## config.mk

```make
export PLATFORM = sky130hd
export DESIGN_NAME = sisc_fetch
export DESIGN_NICKNAME = d
export VERILOG_FILES = /design/src/rtl/sisc_pkg.sv /design/src/rtl/sisc_pc_unit.sv /design/src/rtl/sisc_fetch.sv
export SDC_FILE = /design/constraint.sdc
export NUM_CORES = 1
export LEC_CHECK = 0
export BUFFER_PORTS_ARGS = -buffer_cell sky130_fd_sc_hd__clkbuf_2
export CELL_PAD_IN_SITES_DETAIL_PLACEMENT = 1
export CELL_PAD_IN_SITES_GLOBAL_PLACEMENT = 1
export CORE_MARGIN = 3
export CORE_UTILIZATION = 42
export CTS_CLUSTER_DIAMETER = 60
export DETAILED_ROUTE_END_ITERATION = 8
export MAX_ROUTING_LAYER = met4
export PLACE_DENSITY = 0.89
export SYNTH_ARGS = -nofsm -noshare
export SYNTH_HDL_FRONTEND = slang
export SYNTH_SLANG_ARGS = --single-unit
```

## constraint.sdc

```tcl
create_clock -name clk -period 3.85 [get_ports clk]
set_input_delay 0.77 -clock clk [delete_from_list [all_inputs] [get_ports clk]]
set_output_delay 0.77 -clock clk [all_outputs]
set_load 0.05 [all_outputs]
```

## src/rtl/sisc_pkg.sv

```systemverilog
// sisc_pkg: SISC opcodes, instruction field positions, fetch state encoding and immediate width
package sisc_pkg;
  localparam logic [3:0] NOOP = 4'h0, ALU_OP = 4'h1, LOD = 4'h2, STR = 4'h3, BRA = 4'h4,
                         BRR = 4'h5, BNE = 4'h6, BNR = 4'h7, HLT = 4'hF;
  localparam int OP_HI = 31, MM_HI = 27, RD_HI = 23, RS_HI = 19, RT_HI = 15, IMM_HI = 15;
  localparam int IMM_W = 16;
  typedef enum logic [1:0] {IDLE, REQ, HOLD, PREF} fetch_state_t;
endpackage

```

## src/rtl/sisc_pc_unit.sv

```systemverilog
// sisc_pc_unit: program counter register with sequential / absolute / relative next-pc selection
module sisc_pc_unit import sisc_pkg::*; #(
  parameter int AW = 16
) (
  input  logic             clk,
  input  logic             rst_f,
  input  logic             pc_update,
  input  logic             pc_sel,
  input  logic             br_sel,
  input  logic [IMM_W-1:0] imm,
  output logic [AW-1:0]    pc,
  output logic [AW-1:0]    pc_nxt
);
  always_comb pc_nxt = !pc_update ? pc : !pc_sel ? pc + 1'b1 : br_sel ? pc + AW'($signed(imm)) : AW'(imm);
  always_ff @(posedge clk or posedge rst_f)
    if (rst_f) pc <= '0;
    else pc <= pc_nxt;
endmodule

```

## src/rtl/sisc_fetch.sv

```systemverilog
// sisc_fetch: SISC instruction fetch stage (pc, imem req/ack, ir, decode slices); SISC_FETCH_PREFETCH_EN adds a one-entry prefetch buffer
module sisc_fetch import sisc_pkg::*; #(
  parameter int AW = 16,
  parameter int TIMEOUT = 15
) (
  input  logic          clk,
  input  logic          rst_f,
  input  logic          fetch_go,
  input  logic          pc_update,
  input  logic          pc_sel,
  input  logic          br_sel,
  output logic          imem_req,
  output logic [AW-1:0] imem_addr,
  input  logic          imem_ack,
  input  logic [31:0]   imem_rdata,
  output logic [31:0]   ir,
  output logic [3:0]    opcode,
  output logic [3:0]    mm,
  output logic [3:0]    rd,
  output logic [3:0]    rs,
  output logic [3:0]    rt,
  output logic [15:0]   imm,
  output logic [AW-1:0] pc,
  output logic          ir_valid,
  output logic          fetch_err
);
  localparam int CW = $clog2(TIMEOUT + 1);
  fetch_state_t state;
  logic [CW-1:0] wcnt;
  logic [AW-1:0] pc_nxt;
  logic to;
  sisc_pc_unit #(.AW(AW)) u_pc (
    .clk(clk), .rst_f(rst_f), .pc_update(pc_update), .pc_sel(pc_sel), .br_sel(br_sel),
    .imm(imm), .pc(pc), .pc_nxt(pc_nxt)
  );
  assign opcode = ir[OP_HI -: 4];
  assign mm = ir[MM_HI -: 4];
  assign rd = ir[RD_HI -: 4];
  assign rs = ir[RS_HI -: 4];
  assign rt = ir[RT_HI -: 4];
  assign imm = ir[IMM_HI -: IMM_W];
  assign to = !imem_ack && wcnt == CW'(TIMEOUT - 1);
`ifdef SISC_FETCH_PREFETCH_EN
  logic [31:0] pbuf;
  logic [AW-1:0] pbuf_addr;
  logic pbuf_valid, pf_kill, pend, br, hit;
  assign br = pc_update && pc_sel;
  assign hit = pbuf_valid && !br && pbuf_addr == pc_nxt;
`endif
  always_ff @(posedge clk or posedge rst_f)
    if (rst_f) begin
      state <= IDLE;
      wcnt <= '0;
      imem_req <= 1'b0;
      imem_addr <= '0;
      ir <= '0;
      ir_valid <= 1'b0;
      fetch_err <= 1'b0;
`ifdef SISC_FETCH_PREFETCH_EN
      pbuf <= '0;
      pbuf_addr <= '0;
      pbuf_valid <= 1'b0;
      pf_kill <= 1'b0;
      pend <= 1'b0;
`endif
    end else begin
      if (pc_update) ir_valid <= 1'b0;
      case (state)
        IDLE, HOLD: if (fetch_go) begin
          state <= REQ;
          imem_req <= 1'b1;
          imem_addr <= pc_nxt;
          wcnt <= '0;
          ir_valid <= 1'b0;
        end
        REQ: if (imem_ack) begin
          ir <= imem_rdata;
          ir_valid <= !pc_update && imem_addr == pc;
`ifdef SISC_FETCH_PREFETCH_EN
          state <= PREF;
          imem_addr <= imem_addr + 1'b1;
          wcnt <= '0;
          pbuf_valid <= 1'b0;
          pf_kill <= 1'b0;
          pend <= 1'b0;
`else
          state <= HOLD;
          imem_req <= 1'b0;
`endif
        end else if (to) begin
          state <= IDLE;
          imem_req <= 1'b0;
          fetch_err <= 1'b1;
        end else wcnt <= wcnt + 1'b1;
`ifdef SISC_FETCH_PREFETCH_EN
        PREF: if (imem_req) begin
          pf_kill <= pf_kill || br;
          pend <= pend || fetch_go;
          if (imem_ack) begin
            pbuf <= imem_rdata;
            pbuf_addr <= imem_addr;
          end
          if (imem_ack || to) begin
            imem_req <= 1'b0;
            if (pend || fetch_go) begin
              pend <= 1'b0;
              wcnt <= '0;
              imem_req <= 1'b1;
              if (imem_ack && !pf_kill && !br && imem_addr == pc_nxt) begin
                ir <= imem_rdata;
                ir_valid <= 1'b1;
                imem_addr <= imem_addr + 1'b1;
                pf_kill <= 1'b0;
              end else begin
                state <= REQ;
                imem_addr <= pc_nxt;
                ir_valid <= 1'b0;
              end
            end else pbuf_valid <= imem_ack && !pf_kill && !br;
          end else wcnt <= wcnt + 1'b1;
        end else begin
          if (br) pbuf_valid <= 1'b0;
          if (fetch_go) begin
            wcnt <= '0;
            imem_req <= 1'b1;
            if (hit) begin
              ir <= pbuf;
              ir_valid <= 1'b1;
              imem_addr <= pbuf_addr + 1'b1;
              pf_kill <= 1'b0;
              pbuf_valid <= 1'b0;
            end else begin
              state <= REQ;
              imem_addr <= pc_nxt;
              ir_valid <= 1'b0;
            end
          end
        end
`endif
        default: ;
      endcase
    end
endmodule

```

==> run summary, run 1 <==
- finished clean — run status
- 141 — number of buffer cells added on primary ports
- 0 ns — sum of negative setup slack
- 12100 sq um — die outline area
- no — setup repair after global routing missed its margin
- 0 — number of buffers added to fix hold violations after cts
- flip-flop — endpoint class of the critical path
- imem_addr[12] — worst flop-to-flop path endpoint
- 457 — post-synthesis cell count
- 0 — remaining antenna violation count after routing
- 0 — max-capacitance violation count
- 21.8 mm — wire length of the first global-routing pass
- 5.65 — via/cell ratio
- yes — TritonCTS clock tree
- fetch_err — Hold Path Sink
- 0.48 ns — slowest stage delay, CP
- sky130_fd_sc_hd__clkbuf_8 — library cell used as clock root buffer
- 0.887 — weighted congestion at the end of routability-driven global placement
- 616 — nets@finish
- 37.3% — layout cell share with drive strength beyond 1
- 110 um — Die Span X
- 0 — Post-synth EDFFs
- sky130_fd_sc_hd__dfrtp_1, sky130_fd_sc_hd__mux2_2, sky130_fd_sc_hd__buf_4 — top cells by area in the synthesized netlist
- 515 — synthesized net count
- 4198 — vias in the first global route
- sky130_fd_sc_hd__dfrtp_1 — dominant cell type by area after synthesis
- 142 — number of DRC markers after the initial detailed-route iteration
- 39.6% — share of the synthesized area in the top cell type
- 0.0165 ns — Fin Clk Skew
- 72 — flop and latch count out of synthesis
- 0 — number of antenna violations at the first check in global routing
- 0 — Hold Fails Final Rpt
- 0.36 ns — clock latency on the worst-skew pair
- 1.09 ns — setup slack of the most critical reg-to-reg path
- 10.5 mm — post-detail-place hpwl
- reg2reg — category of the most critical setup path
- compound AO/OA/AOI/OAI gates — critical path's top delay family
- 58 — number of distinct standard cells referenced by the synthesized netlist
- 0 — setup fix buffers added after clock tree synthesis
- 0 — final count of pins violating max slew
- 142 — count of boundary I/O pins
- 0.10 ns — clock transition time at the flip-flop clock pins of the worst setup and hold paths
- 17.9% — layout-stage area growth over the synthesis result
- u_pc.pc[0] — startpoint of the worst-slack reg-to-reg timing path
- 19.6 um — wire per inst
- 0 — global route total overflow
- ha_1 > fa_1 > a21o_1 > a221oi_2 > or3b_4 > nand3b_1 > a31o_1 > mux2_4 — worst-path cell chain
- 37 — number of standard-cell rows in the floorplan
- 1 — hold path depth
- 4.10 ns — data required time at the worst endpoint
- 8 — largest fanout on the critical path
- 9.96 sq um — Avg Synthesized Cell Area
- 0 — number of setup violations in the final report
- 8 — Register-to-Register Path Depth
- 13.7 mm — final routed wirelength across all metal layers
- 1226 — fill cell count
- 71.6% — portion of the clock cycle consumed by the worst path in the final layout
- 110 um — die height
- 45.3% — worst rel slew slack
- 100% — async set or reset register ratio after synthesis
- 9 — number of buffers created by CTS
- 4 — number of optimization iterations in the first detailed-route pass
- 3950 — total number of vias
- 51.5% — final core utilization
- 2.76 ns — fin crit period
- 0.363 GHz — Max Freq
- 39.6% — post-synthesis sequential area ratio
- 43.7% — Initial Util
- 0 — buffers and inverters on the worst path
- fetch_err — worst min-delay path startpoint
- 3.01 ns — data arrival time of the worst path
- 2 — CTS max path bufs
- 0 — antenna cell count
- reg2reg — type of the tightest min-delay check
- sky130_fd_sc_hd__dfrtp_1 — Synth Flop Type
- 3 — level count of the clock H-tree
- 0 — Gates resized, CTS repair
- 39 — pin count of the biggest net entering global routing
- 10400 sq um — core region area
- flip-flop — element type at the critical path start
- 72 — clock net sink count
- 0.817 ns — slew at the pin with the worst max-slew slack
- 24.0% — gr usage total
- 0 — warning count from the yosys run
- 0 — DRC errors left
- 4550 sq um — Syn Std Cell Area
- sky130_fd_sc_hd__dfrtp_1 — critical path's slowest cell
layout by cell type (no fill, tap or decap), types with 2 or more instances in the layout:
master and count:
sky130_fd_sc_hd__ha_1 18, sky130_fd_sc_hd__nand3_1 8, sky130_fd_sc_hd__nor3b_1 4, sky130_fd_sc_hd__clkinv_4 2, sky130_fd_sc_hd__nand4_1 12, sky130_fd_sc_hd__and3_1 9, sky130_fd_sc_hd__a221oi_1 3, sky130_fd_sc_hd__a21o_1 6
sky130_fd_sc_hd__inv_1 6, sky130_fd_sc_hd__o21bai_1 3, sky130_fd_sc_hd__o21ai_0 15, sky130_fd_sc_hd__mux2_2 40, sky130_fd_sc_hd__bufinv_16 3, sky130_fd_sc_hd__mux2i_1 6, sky130_fd_sc_hd__o221ai_1 2, sky130_fd_sc_hd__o22ai_1 3
sky130_fd_sc_hd__buf_4 6, sky130_fd_sc_hd__xor2_1 10, sky130_fd_sc_hd__a31oi_1 4, sky130_fd_sc_hd__o211ai_1 2, sky130_fd_sc_hd__clkbuf_2 141, sky130_fd_sc_hd__o41ai_1 2, sky130_fd_sc_hd__dfrtp_1 72, sky130_fd_sc_hd__nor3_1 4
sky130_fd_sc_hd__nor2b_1 6, sky130_fd_sc_hd__nor2_1 23, sky130_fd_sc_hd__nand3b_1 2, sky130_fd_sc_hd__a211oi_1 8, sky130_fd_sc_hd__o31ai_1 5, sky130_fd_sc_hd__a41o_1 2, sky130_fd_sc_hd__nand2_1 39, sky130_fd_sc_hd__a41oi_1 3
sky130_fd_sc_hd__xnor2_1 22, sky130_fd_sc_hd__a21oi_1 26, sky130_fd_sc_hd__and4_1 3, sky130_fd_sc_hd__clkbuf_8 9, sky130_fd_sc_hd__o21a_1 3, sky130_fd_sc_hd__and2_1 5
Yosys cell counts (5+ instances only):
| cell | instances |
|---|---|
| sky130_fd_sc_hd__a211oi_1 | 8 |
| sky130_fd_sc_hd__nand3_1 | 8 |
| sky130_fd_sc_hd__clkbuf_1 | 15 |
| sky130_fd_sc_hd__mux2_2 | 40 |
| sky130_fd_sc_hd__a21oi_1 | 26 |
| sky130_fd_sc_hd__buf_4 | 38 |
| sky130_fd_sc_hd__nand4_1 | 12 |
| sky130_fd_sc_hd__xnor2_1 | 22 |
| sky130_fd_sc_hd__nor2_1 | 23 |
| sky130_fd_sc_hd__nor2b_1 | 7 |
| sky130_fd_sc_hd__mux2i_1 | 6 |
| sky130_fd_sc_hd__o31ai_1 | 5 |
| sky130_fd_sc_hd__nand2_1 | 39 |
| sky130_fd_sc_hd__ha_1 | 18 |
| sky130_fd_sc_hd__dfrtp_1 | 72 |
| sky130_fd_sc_hd__inv_1 | 7 |
| sky130_fd_sc_hd__xor2_1 | 10 |
| sky130_fd_sc_hd__o21ai_0 | 15 |
| sky130_fd_sc_hd__and3_1 | 9 |
| sky130_fd_sc_hd__a21o_1 | 6 |
| sky130_fd_sc_hd__and2_1 | 5 |
how the worst max path moves through the flow:
stage | startpoint | endpoint | slack (ns) | depth (start not counted)
floorplan | u_pc.pc[0] | imem_addr[12] | 1.17 | 8
global placement | u_pc.pc[0] | imem_addr[8] | 1.24 | 8
detailed placement | u_pc.pc[0] | imem_addr[8] | 1.15 | 8
CTS | u_pc.pc[0] | imem_addr[8] | 1.11 | 8
global route | u_pc.pc[0] | imem_addr[10] | 0.86 | 8
finish | u_pc.pc[0] | imem_addr[12] | 1.09 | 8
worst register-to-register path, delay by kind of cell, from the launching register on:
family | cells | cell delay (ns)
mux | 1 | 0.26
flops | 1 | 0.48
compound gates | 3 | 0.89
simple gates | 2 | 0.32
fa+ha+maj | 2 | 0.70
layer usage:
metal	vias to the layer above	wire length, um	track usage (%)
li1	1829	-	-
met1	1931	5580	28.3
met2	157	6770	40.4
met3	33	994	6.29
met4	0	336	7.48
met5	-	0	-
final cells by class:
class | count | area [sq um] | area share [%]
well taps | 136 | 170 | 3.17
multi-input cells | 320 | 2360 | 44.0
clock inverters | 7 | 128 | 2.38
inverters | 8 | 30.0 | 0.560
flip-flops and latches | 72 | 1800 | 33.6
repair buffers | 147 | 751 | 14.0
clock buffers | 9 | 124 | 2.31
cell families after synthesis:
family,synth area share (%)
simple gates,13.1
compound gates,15.6
flops,39.6
buf+inv,8.60
mux,11.5
xor+xnor,6.16
fa+ha+maj,5.39
registers in the layout (all words and copies together), names as in the netlist:
name,flops
fetch_err,1
imem_addr,16
ir,32
ir_valid,1
state,2
u_pc.pc,16
wcnt,4
stage by stage:
step | hold slack, ns | cells | setup slack, ns | instance area, sq um
finish | 0.492 | 699 | 1.09 | 5370
global route | 0.540 | 699 | 0.861 | 5370
CTS | 0.502 | 699 | 1.11 | 5370
detailed placement | 0.472 | 683 | 1.15 | 5110
global placement | 0.469 | 683 | 1.24 | 5110
floorplan | 0.504 | 457 | 1.17 | 4550
Power of run 1 is left out: the tool's default activity adds up to more than one toggle a clock period on the data nets, which glitch-free logic cannot reach.
==> run 2, diff against run 1 <==
--- a/config.mk
+++ b/config.mk
@@ -9,11 +9,11 @@
 export CELL_PAD_IN_SITES_DETAIL_PLACEMENT = 1
 export CELL_PAD_IN_SITES_GLOBAL_PLACEMENT = 1
 export CORE_MARGIN = 3
-export CORE_UTILIZATION = 42
+export CORE_UTILIZATION = 39
 export CTS_CLUSTER_DIAMETER = 60
 export DETAILED_ROUTE_END_ITERATION = 8
 export MAX_ROUTING_LAYER = met4
-export PLACE_DENSITY = 0.89
+export PLACE_DENSITY = 0.84
 export SYNTH_ARGS = -nofsm -noshare
 export SYNTH_HDL_FRONTEND = slang
 export SYNTH_SLANG_ARGS = --single-unit
==> constraint.sdc (replaced) <==
create_clock -name clk -period 2.6 [get_ports clk]
set_input_delay 0.52 -clock clk [delete_from_list [all_inputs] [get_ports clk]]
set_output_delay 0.52 -clock clk [all_outputs]
set_load 0.05 [all_outputs]
==> run 2 against run 1 <==
  * Flip-flop and latch count unchanged
  * Clock skew shrank 0.012 ns
  * Die area grew 7.3%
  * Register-to-register slack lost 1.1 ns
  * First-iteration DRC count rose by 40%
  * Final cell count increased by 5.6%
  * Wire length grew 14%
  * Worst hold slack got worse by 0.25 ns
  * Critical path depth stayed put
  * Critical path type unchanged
==> run summary, run 2 (synthesized netlist as in run 1, its figures left out) <==
- 24.0 mm — wire length of the first global-routing pass
- 652 — nets@finish
- 98.5% — portion of the clock cycle consumed by the worst path in the final layout
- 5 — number of optimization iterations in the first detailed-route pass
- 0.00424 ns — Fin Clk Skew
- sky130_fd_sc_hd__clkbuf_2, sky130_fd_sc_hd__dfrtp_1, sky130_fd_sc_hd__buf_4, sky130_fd_sc_hd__mux2_2, sky130_fd_sc_hd__nand2_1 — leading cell types in the layout, fill and taps excluded
- 4265 — total number of vias
- 26.3% — layout-stage area growth over the synthesis result
- ha_4 > a21o_1 > o21bai_2 > buf_4 > a21oi_1 > nor3_1 > o32a_1 > mux2_2 — worst-path cell chain
- 8 — Register-to-Register Path Depth
- 5340 sq um — placed inst area
- 21.1 um — wire per inst
- in2async — type of the tightest min-delay check
- 32 — max FFs per register
- 13000 sq um — die outline area
- 0.04 ns — setup slack of the most critical reg-to-reg path
- 2.56 ns — fin crit period
- 2.83 ns — data required time at the worst endpoint
- 11100 sq um — core region area
- 5.78 — via/cell ratio
- ir — Largest Register
- 2 — CTS max path bufs
- 0 — max-capacitance violation count
- 7.87 mm — length of routed met2 wiring
- 0.48 ns — slowest stage delay, CP
- flip-flop — endpoint class of the critical path
- 0.922 — weighted congestion at the end of routability-driven global placement
- 42.5% — layout cell share with drive strength beyond 1
- yes — setup repair after global routing missed its margin
- 717 — placed instance count
- reg2reg — category of the most critical setup path
- 24.6% — gr usage total
- 0 — number of antenna violations at the first check in global routing
- 0.391 GHz — Max Freq
- 114 um — Die Span X
- finished clean — run status
- 0 — Hold Fails Final Rpt
- 2.79 ns — data arrival time of the worst path
- 6.09 mm — post-route met1 wirelength
- 0 — number of buffers added to fix hold violations after cts
- sky130_fd_sc_hd__clkbuf_2 — most frequent standard cell in the layout excluding fill and tap cells
- 738 — final standard cell count with taps included and fillers excluded
- sky130_fd_sc_hd__dfrtp_1 — critical path's slowest cell
- met4 — Max Used Layer
- 0 — number of setup violations in the final report
- sky130_fd_sc_hd__clkbuf_16 — library cell used as clock root buffer
- 40.9% — Initial Util
- 3 — level count of the clock H-tree
- 15.6 mm — final routed wirelength across all metal layers
- 29 — pin count of the biggest net entering global routing
- 142 — count of boundary I/O pins
- 58.1% — worst rel slew slack
- 0 — antenna cell count
- 72 — clock net sink count
- 38 — number of standard-cell rows in the floorplan
- 4542 — vias in the first global route
- u_pc.pc[4] — first element of the critical path
- flip-flop — element type at the critical path start
- yes — TritonCTS clock tree
- 141 — number of buffer cells added on primary ports
- imem_addr[9] — worst flop-to-flop path endpoint
- 969 um — metal3 WL
- 6 — largest fanout on the critical path
- ir (32), imem_addr (16), u_pc.pc (16) — top flop regs
- 5750 sq um — finished layout cell area
- 0 — final count of pins violating max slew
- 0.06 ns — clock transition time at the flip-flop clock pins of the worst setup and hold paths
- 0 — global route total overflow
- 0.628 ns — slew at the pin with the worst max-slew slack
- u_pc.pc[4] — startpoint of the worst-slack reg-to-reg timing path
- 0.34 ns — clock latency on the worst-skew pair
- 0 — remaining antenna violation count after routing
- 0 — DRC errors left
- 11.6 mm — post-detail-place hpwl
- 114 um — die height
- 9 — number of buffers created by CTS
- 199 — number of DRC markers after the initial detailed-route iteration
## run 2: cell count changes in the layout (fill, tap and decap cells not counted), moves of 2 or more
cell | previous run | this run
sky130_fd_sc_hd__clkbuf_16 | 0 | 9
sky130_fd_sc_hd__clkbuf_8 | 9 | 0
sky130_fd_sc_hd__ha_2 | 0 | 2
sky130_fd_sc_hd__dfrtp_1 | 72 | 70
sky130_fd_sc_hd__ha_1 | 18 | 15
sky130_fd_sc_hd__buf_4 | 6 | 42
sky130_fd_sc_hd__dfrtp_2 | 0 | 2
## run 2: cell type report
cell class | count | area, sq um
Clock buffer | 9 | 225
Clock inverter | 6 | 93.8
Fill cell | 1321 | 5380
Inverter | 8 | 30.0
Multi-Input combinational cell | 320 | 2400
Sequential cell | 72 | 1800
Tap cell | 140 | 175
Timing Repair Buffer | 183 | 1020
## run 2: per-stage QoR
step / utilization (%) / hold WS (ns) / setup slack (ns) / TNS [ns]
6_report: 51.7 / 0.242 / 0.0394 / 0
3_5_place_dp: 48.0 / 0.493 / 0.0161 / 0
3_3_place_gp: 48.0 / 0.467 / 0.176 / 0
5_1_grt: 51.7 / 0.273 / -0.0538 / -0.0979
2_1_floorplan: - / 0.504 / 0.0506 / 0
4_1_cts: 51.0 / 0.249 / 0.00888 / 0
## run 2: worst max-delay path, delay by kind of cell (launching register included)
family	cells	cell delay, ns
AOI/OAI and AO/OA	4	1.14
adders and majority gates	1	0.26
and+or+nand+nor	1	0.11
DFF	1	0.48
buffers and inverters	1	0.16
muxes	1	0.28
## run 2: timing repair
item                                    CTS  global route
cloned                                    0             0
buffers inserted                          0             6
endpoints found under the setup margin    2             5
gates resized for setup                   2             6
pin swaps                                 3             6
## run 2: routing by layer
metal  vias up  global-route usage, %
met2       201                   41.1
met5         -                      -
met1      2120                   28.1
met3        48                   6.05
li1       1896                      -
met4         0                   10.7
## run 2: worst max-delay path by stage
stage	endpoint	slack, ns	cells after the start
global route	imem_addr[15]	-0.05	7
finish	imem_addr[9]	0.04	8
detailed placement	imem_addr[10]	0.02	9
CTS	imem_addr[10]	0.009	9
floorplan	imem_addr[15]	0.05	7
global placement	imem_addr[10]	0.18	9
Power of run 2 is left out for the same reason.
